**src/rtl/image_op_sched.sv**
```systemverilog
// rtl/image_op_sched.sv - row-major coordinate scheduler for gray/sepia/crop/blur filter scans
// Accepts one command in IDLE, walks its window with a valid/ready handshake, then pulses done.
module image_op_sched #(
   parameter int WIDTH  = 768,
   parameter int HEIGHT = 512
) (
   input  logic        clk,
   input  logic        rst_n,
   input  logic        cmd_valid,
   output logic        cmd_ready,
   input  logic [1:0]  cmd_sel,
   input  logic [15:0] cmd_left,
   input  logic [15:0] cmd_right,
   input  logic [15:0] cmd_top,
   input  logic [15:0] cmd_bottom,
   input  logic        abort,
   output logic        pix_valid,
   input  logic        pix_ready,
   output logic [15:0] pix_x,
   output logic [15:0] pix_y,
   output logic [1:0]  pix_sel,
   output logic        pix_last,
   output logic        busy,
   output logic        done,
   output logic        err
);

   localparam logic [1:0]  ST_IDLE = 2'd0;
   localparam logic [1:0]  ST_SCAN = 2'd1;
   localparam logic [1:0]  ST_DONE = 2'd2;

   localparam logic [15:0] X_MAX = 16'(WIDTH - 1);
   localparam logic [15:0] Y_MAX = 16'(HEIGHT - 1);
   localparam logic [15:0] X_INT = 16'(WIDTH - 2);
   localparam logic [15:0] Y_INT = 16'(HEIGHT - 2);

   logic [1:0]  r_state;
   logic [15:0] r_xmin, r_xmax, r_ymax;
   logic [15:0] r_pix_x, r_pix_y;
   logic [1:0]  r_pix_sel;
   logic        r_pix_valid, r_pix_last, r_busy, r_done, r_err;

   logic [15:0] w_xmin, w_xmax, w_ymin, w_ymax;
   logic [15:0] w_nx, w_ny;
   logic        w_bad, w_row_end;

   always_comb begin
      w_xmin = 16'd0;
      w_xmax = X_MAX;
      w_ymin = 16'd0;
      w_ymax = Y_MAX;
      case (cmd_sel)
         2'd2: begin
            w_xmin = cmd_left;
            w_xmax = cmd_right;
            w_ymin = cmd_top;
            w_ymax = cmd_bottom;
         end
         2'd3: begin
            w_xmin = 16'd1;
            w_xmax = X_INT;
            w_ymin = 16'd1;
            w_ymax = Y_INT;
         end
         default: ;
      endcase
   end

   // right>=WIDTH is expressed as right>WIDTH-1 so the bound fits in 16 bits
   assign w_bad = (cmd_sel == 2'd2) &&
                  ((cmd_left > cmd_right) || (cmd_top > cmd_bottom) ||
                   (cmd_right > X_MAX) || (cmd_bottom > Y_MAX));

   assign w_row_end = (r_pix_x == r_xmax);
   assign w_nx      = w_row_end ? r_xmin : r_pix_x + 16'd1;
   assign w_ny      = w_row_end ? r_pix_y + 16'd1 : r_pix_y;

   always_ff @(posedge clk or negedge rst_n) begin
      if (!rst_n) begin
         r_state     <= ST_IDLE;
         r_xmin      <= 16'd0;
         r_xmax      <= 16'd0;
         r_ymax      <= 16'd0;
         r_pix_x     <= 16'd0;
         r_pix_y     <= 16'd0;
         r_pix_sel   <= 2'd0;
         r_pix_valid <= 1'b0;
         r_pix_last  <= 1'b0;
         r_busy      <= 1'b0;
         r_done      <= 1'b0;
         r_err       <= 1'b0;
      end else begin
         r_done <= 1'b0;
         r_err  <= 1'b0;
         case (r_state)
            ST_IDLE: begin
               if (cmd_valid) begin
                  if (w_bad) begin
                     r_err <= 1'b1;
                  end else begin
                     r_state     <= ST_SCAN;
                     r_xmin      <= w_xmin;
                     r_xmax      <= w_xmax;
                     r_ymax      <= w_ymax;
                     r_pix_x     <= w_xmin;
                     r_pix_y     <= w_ymin;
                     r_pix_sel   <= cmd_sel;
                     r_pix_last  <= (w_xmin == w_xmax) && (w_ymin == w_ymax);
                     r_pix_valid <= 1'b1;
                     r_busy      <= 1'b1;
                  end
               end
            end
            ST_SCAN: begin
               // abort wins over a handshake landing on the same edge
               if (abort) begin
                  r_state     <= ST_IDLE;
                  r_pix_valid <= 1'b0;
                  r_pix_last  <= 1'b0;
                  r_busy      <= 1'b0;
               end else if (pix_ready) begin
                  if (r_pix_last) begin
                     r_state     <= ST_DONE;
                     r_pix_valid <= 1'b0;
                     r_pix_last  <= 1'b0;
                     r_busy      <= 1'b0;
                     r_done      <= 1'b1;
                  end else begin
                     r_pix_x    <= w_nx;
                     r_pix_y    <= w_ny;
                     r_pix_last <= (w_nx == r_xmax) && (w_ny == r_ymax);
                  end
               end
            end
            default: r_state <= ST_IDLE;
         endcase
      end
   end

   assign cmd_ready = rst_n && (r_state == ST_IDLE);
   assign pix_valid = r_pix_valid;
   assign pix_x     = r_pix_x;
   assign pix_y     = r_pix_y;
   assign pix_sel   = r_pix_sel;
   assign pix_last  = r_pix_last;
   assign busy      = r_busy;
   assign done      = r_done;
   assign err       = r_err;

endmodule

```
**config.mk**
```make
export PLATFORM = sky130hd
export DESIGN_NAME = image_op_sched
export DESIGN_NICKNAME = d
export VERILOG_FILES = /design/src/rtl/image_op_sched.sv
export SDC_FILE = /design/constraint.sdc
export NUM_CORES = 1
export LEC_CHECK = 0
export BUFFER_PORTS_ARGS = -buffer_cell sky130_fd_sc_hd__buf_4
export CAP_MARGIN = 25
export CELL_PAD_IN_SITES_DETAIL_PLACEMENT = 0
export CELL_PAD_IN_SITES_GLOBAL_PLACEMENT = 2
export CORE_MARGIN = 1
export CORE_UTILIZATION = 28
export DETAILED_ROUTE_END_ITERATION = 7
export GPL_TIMING_DRIVEN = 0
export PLACE_DENSITY_LB_ADDON = 0.25
export SLEW_MARGIN = 40
export SYNTH_ARGS = -nofsm -noshare
export SYNTH_HDL_FRONTEND = slang
export SYNTH_SLANG_ARGS = --single-unit
```
**constraint.sdc**
```tcl
create_clock -name clk -period 6.75 [get_ports clk]
set_input_delay 0.3375 -clock clk [delete_from_list [all_inputs] [get_ports clk]]
set_output_delay 0.3375 -clock clk [all_outputs]
set_load 0.01 [all_outputs]
```
==> impl_metrics.sql <==
INSERT INTO impl_metrics (metric_group, metric, value, unit) VALUES
('routing', 'route.vias.total', '6428', ''),
('cts', 'clock-root-buffer', 'clkbuf_16', ''),
('placed_design', 'dpl.hpwl', '20.77', 'mm'),
('cts', 'path_clk_slew', '0.07', 'ns'),
('timing', 'timing_max_transition_violations_final', '0', ''),
('cts', 'cts_repair_resize_count', '0', ''),
('routing', 'drt-vias-per-instance', '5.334', ''),
('cts', 'total_setup_buffers_inserted_after_cts', '0', ''),
('worst_hold_path', 'worst_hold_path_type', 'in -> async', ''),
('synth', 'synthCells', '793', ''),
('final_layout', 'layout.filler_cells', '2479', ''),
('die', 'initial_utilization', '0.2859', ''),
('final_layout', 'finish.cell_count_without_fillers', '1205', ''),
('power', 'p_comb_frac', '0.401', ''),
('worst_setup_path', 'critical_path.cell_chain', 'buf_6, xnor2_1, nand4_1, or4_1, buf_2, buf_2, buf_1, o21a_1, o21ai_0, nand3_1, nor4_2, a21bo_1', ''),
('worst_setup_path', 'critPathRequiredTime', '7.05', 'ns'),
('routing', 'first_pass_iters', '5', ''),
('synth', 'synth_async_sr_flop_share', '1.000', ''),
('routing', 'drt_wl_total', '26.66', 'mm'),
('cts', 'cts-buffers-inserted', '9', ''),
('final_layout', 'fin_util', '0.3543', ''),
('worst_setup_path', 'cp_common_cell', 'buf_2', ''),
('worst_setup_path', 'worst_reg_to_reg_setup_slack', '3.20', 'ns'),
('run', 'drv.max_cap_violation_count', '0', ''),
('synth', 'synth_enable_flop_cells', '0', ''),
('worst_setup_path', 'worst_setup_path_start_kind', 'flop', ''),
('final_layout', 'final_design_area_no_fill', '0.008046', 'mm^2'),
('die', 'io_pins', '111', ''),
('power', 'vdd_drop_max', '98.49', 'uV'),
('grt', 'grt_pass1_wl', '39.90', 'mm'),
('synth', 'ys_seq_area_frac', '0.3392', ''),
('timing', 'min_period_over_period', '0.5257', ''),
('power', 'clock_power_share', '0.257', ''),
('worst_setup_path', 'worst-path-max-fanout', '10', ''),
('die', 'core', '0.02271', 'mm^2'),
('die', 'dieArea', '0.02380', 'mm^2'),
('placed_design', 'gp_routability_congestion', '0.9096', ''),
('grt', 'vias_in_the_first_global_route', '6360', ''),
('placed_design', 'cell_total_after_placement', '1188', ''),
('status', 'outcome', 'finished, violations left', ''),
('timing', 'fin_tns_setup', '0', 'ns'),
('worst_setup_path', 'critPathKind', 'reg -> reg', ''),
('timing', 'hold_vio_cnt_final', '5', ''),
('power', 'total_power', '2.343', 'mW'),
('die', 'die_height', '154.3', 'um'),
('timing', 'finalCriticalPeriod', '3.548', 'ns'),
('die', 'die_span_in_x', '154.3', 'um'),
('timing', 'final.setup_skew', '0.008052', 'ns'),
('power', 'cell_internal_pwr', '1.421', 'mW'),
('final_layout', 'final_layout_size_suffix_gt1_frac', '0.1676', ''),
('synth', 'ys_warn_count', '0', ''),
('worst_setup_path', 'critical_path.top_delay_family', 'simple AND/OR/NAND/NOR gates', ''),
('placed_design', 'pre_cts_ws', '2.944', 'ns'),
('synth', 'syn_area_per_cell', '8.187', 'um^2'),
('final_layout', 'most_frequent_standard_cell_in_the_layout_excluding_fill_and_tap_cells', 'buf_4', ''),
('status', 'violations', 'hold timing', ''),
('worst_setup_path', 'critical_path_data_arrival_time', '3.85', 'ns'),
('power', 'power.density', '291.1', 'mW/mm^2'),
('cts', 'clk_latency', '0.36', 'ns'),
('synth', 'netlist-cell-type-count', '62', ''),
('routing', 'routed_wire_length_per_instance', '22.12', 'um'),
('final_layout', 'finalNetCount', '1019', ''),
('cts', 'cts_hold_buffers', '0', ''),
('worst_setup_path', 'worstSetupEndpointType', 'flop', ''),
('placed_design', 'placed_area', '0.007697', 'mm^2'),
('power', 'sequentialPowerShare', '0.342', ''),
('timing', 'hold_slack', '-0.008697', 'ns'),
('grt', 'global_route.usage.total', '0.2291', ''),
('placed_design', 'numPortBuffers', '110', ''),
('timing', 'timing_worst_slew_pin_value', '0.8760', 'ns'),
('cts', 'clockBufferDepth', '2', '');
## registers in the layout, summed over array words and instances, names as in the netlist
name      cells
r_xmax       16
r_state       2
pix_x        16
pix_y        16
r_xmin       16
pix_last      1
r_ymax       16
done          1
err           1
busy          1
pix_sel       2
## worst paths after layout
check                                 from    endpoint  cells after the start
worst max register to register    pix_x[4]    pix_last                     12
worst max-delay path              pix_x[4]    pix_last                     12
max in group asynchronous            rst_n  pix_sel[0]                      1
worst min register to register  r_xmin[12]  r_xmin[12]                      2
min in group clk                     abort  r_state[1]                      2
worst min-delay path                 rst_n    pix_x[7]                      1
## metal layers
| layer | wire, um | GRT usage |
|---|---|---|
| met1 | 12350 | 0.3104 |
| met2 | 12160 | 0.3697 |
| met3 | 1326 | 0.02858 |
| met4 | 824 | 0.09288 |
| met5 | 0 | 0 |
## Yosys cell counts, drive strengths merged (19+ instances only)
cell / instances / area [um^2]
dfrtp: 88 / 2202
nand2: 86 / 322.8
nor2: 77 / 291.5
o21ai: 77 / 385.4
inv: 55 / 206.5
xnor2: 52 / 455.4
a21oi: 35 / 175.2
ha: 34 / 425.4
clkbuf: 31 / 116.4
xor2: 25 / 219.0
nand4: 24 / 150.1
nand3: 20 / 100.1
nor3: 19 / 105.1
## final cells by class
| cell class | count | area (um^2) | area share |
|---|---|---|---|
| multi-input combinational | 604 | 3894 | 0.4839 |
| sequential | 88 | 2202 | 0.2737 |
| timing repair buffer | 110 | 833.3 | 0.1036 |
| tap | 285 | 356.6 | 0.04432 |
| clock buffer | 11 | 242.7 | 0.03017 |
| inverter | 55 | 206.4 | 0.02566 |
| buffer | 46 | 205.2 | 0.02550 |
| clock inverter | 5 | 103.9 | 0.01291 |
| antenna | 1 | 2.502 | 0.0003110 |
## power groups by stage
stage	Clock, mW	Sequential (mW)	Combinational (mW)
2_1_floorplan	0	0.788	0.537
3_3_place_gp	0	0.812	0.942
3_5_place_dp	0	0.811	0.941
4_1_cts	0.614	0.801	0.946
5_1_grt	0.626	0.819	1.03
6_report	0.602	0.801	0.940
## kinds of logic (layout without fill, tap and decap cells)
logic type	Yosys count	count (layout)	synth area share
buf+inv	101	227	0.06340
simple gates	269	269	0.1950
other cells	0	1	0
fa+ha+maj	34	34	0.06552
mux	15	15	0.02679
flops	88	88	0.3392
compound gates	209	209	0.2062
xor+xnor	77	77	0.1039
(Power assumes the default switching activity.)
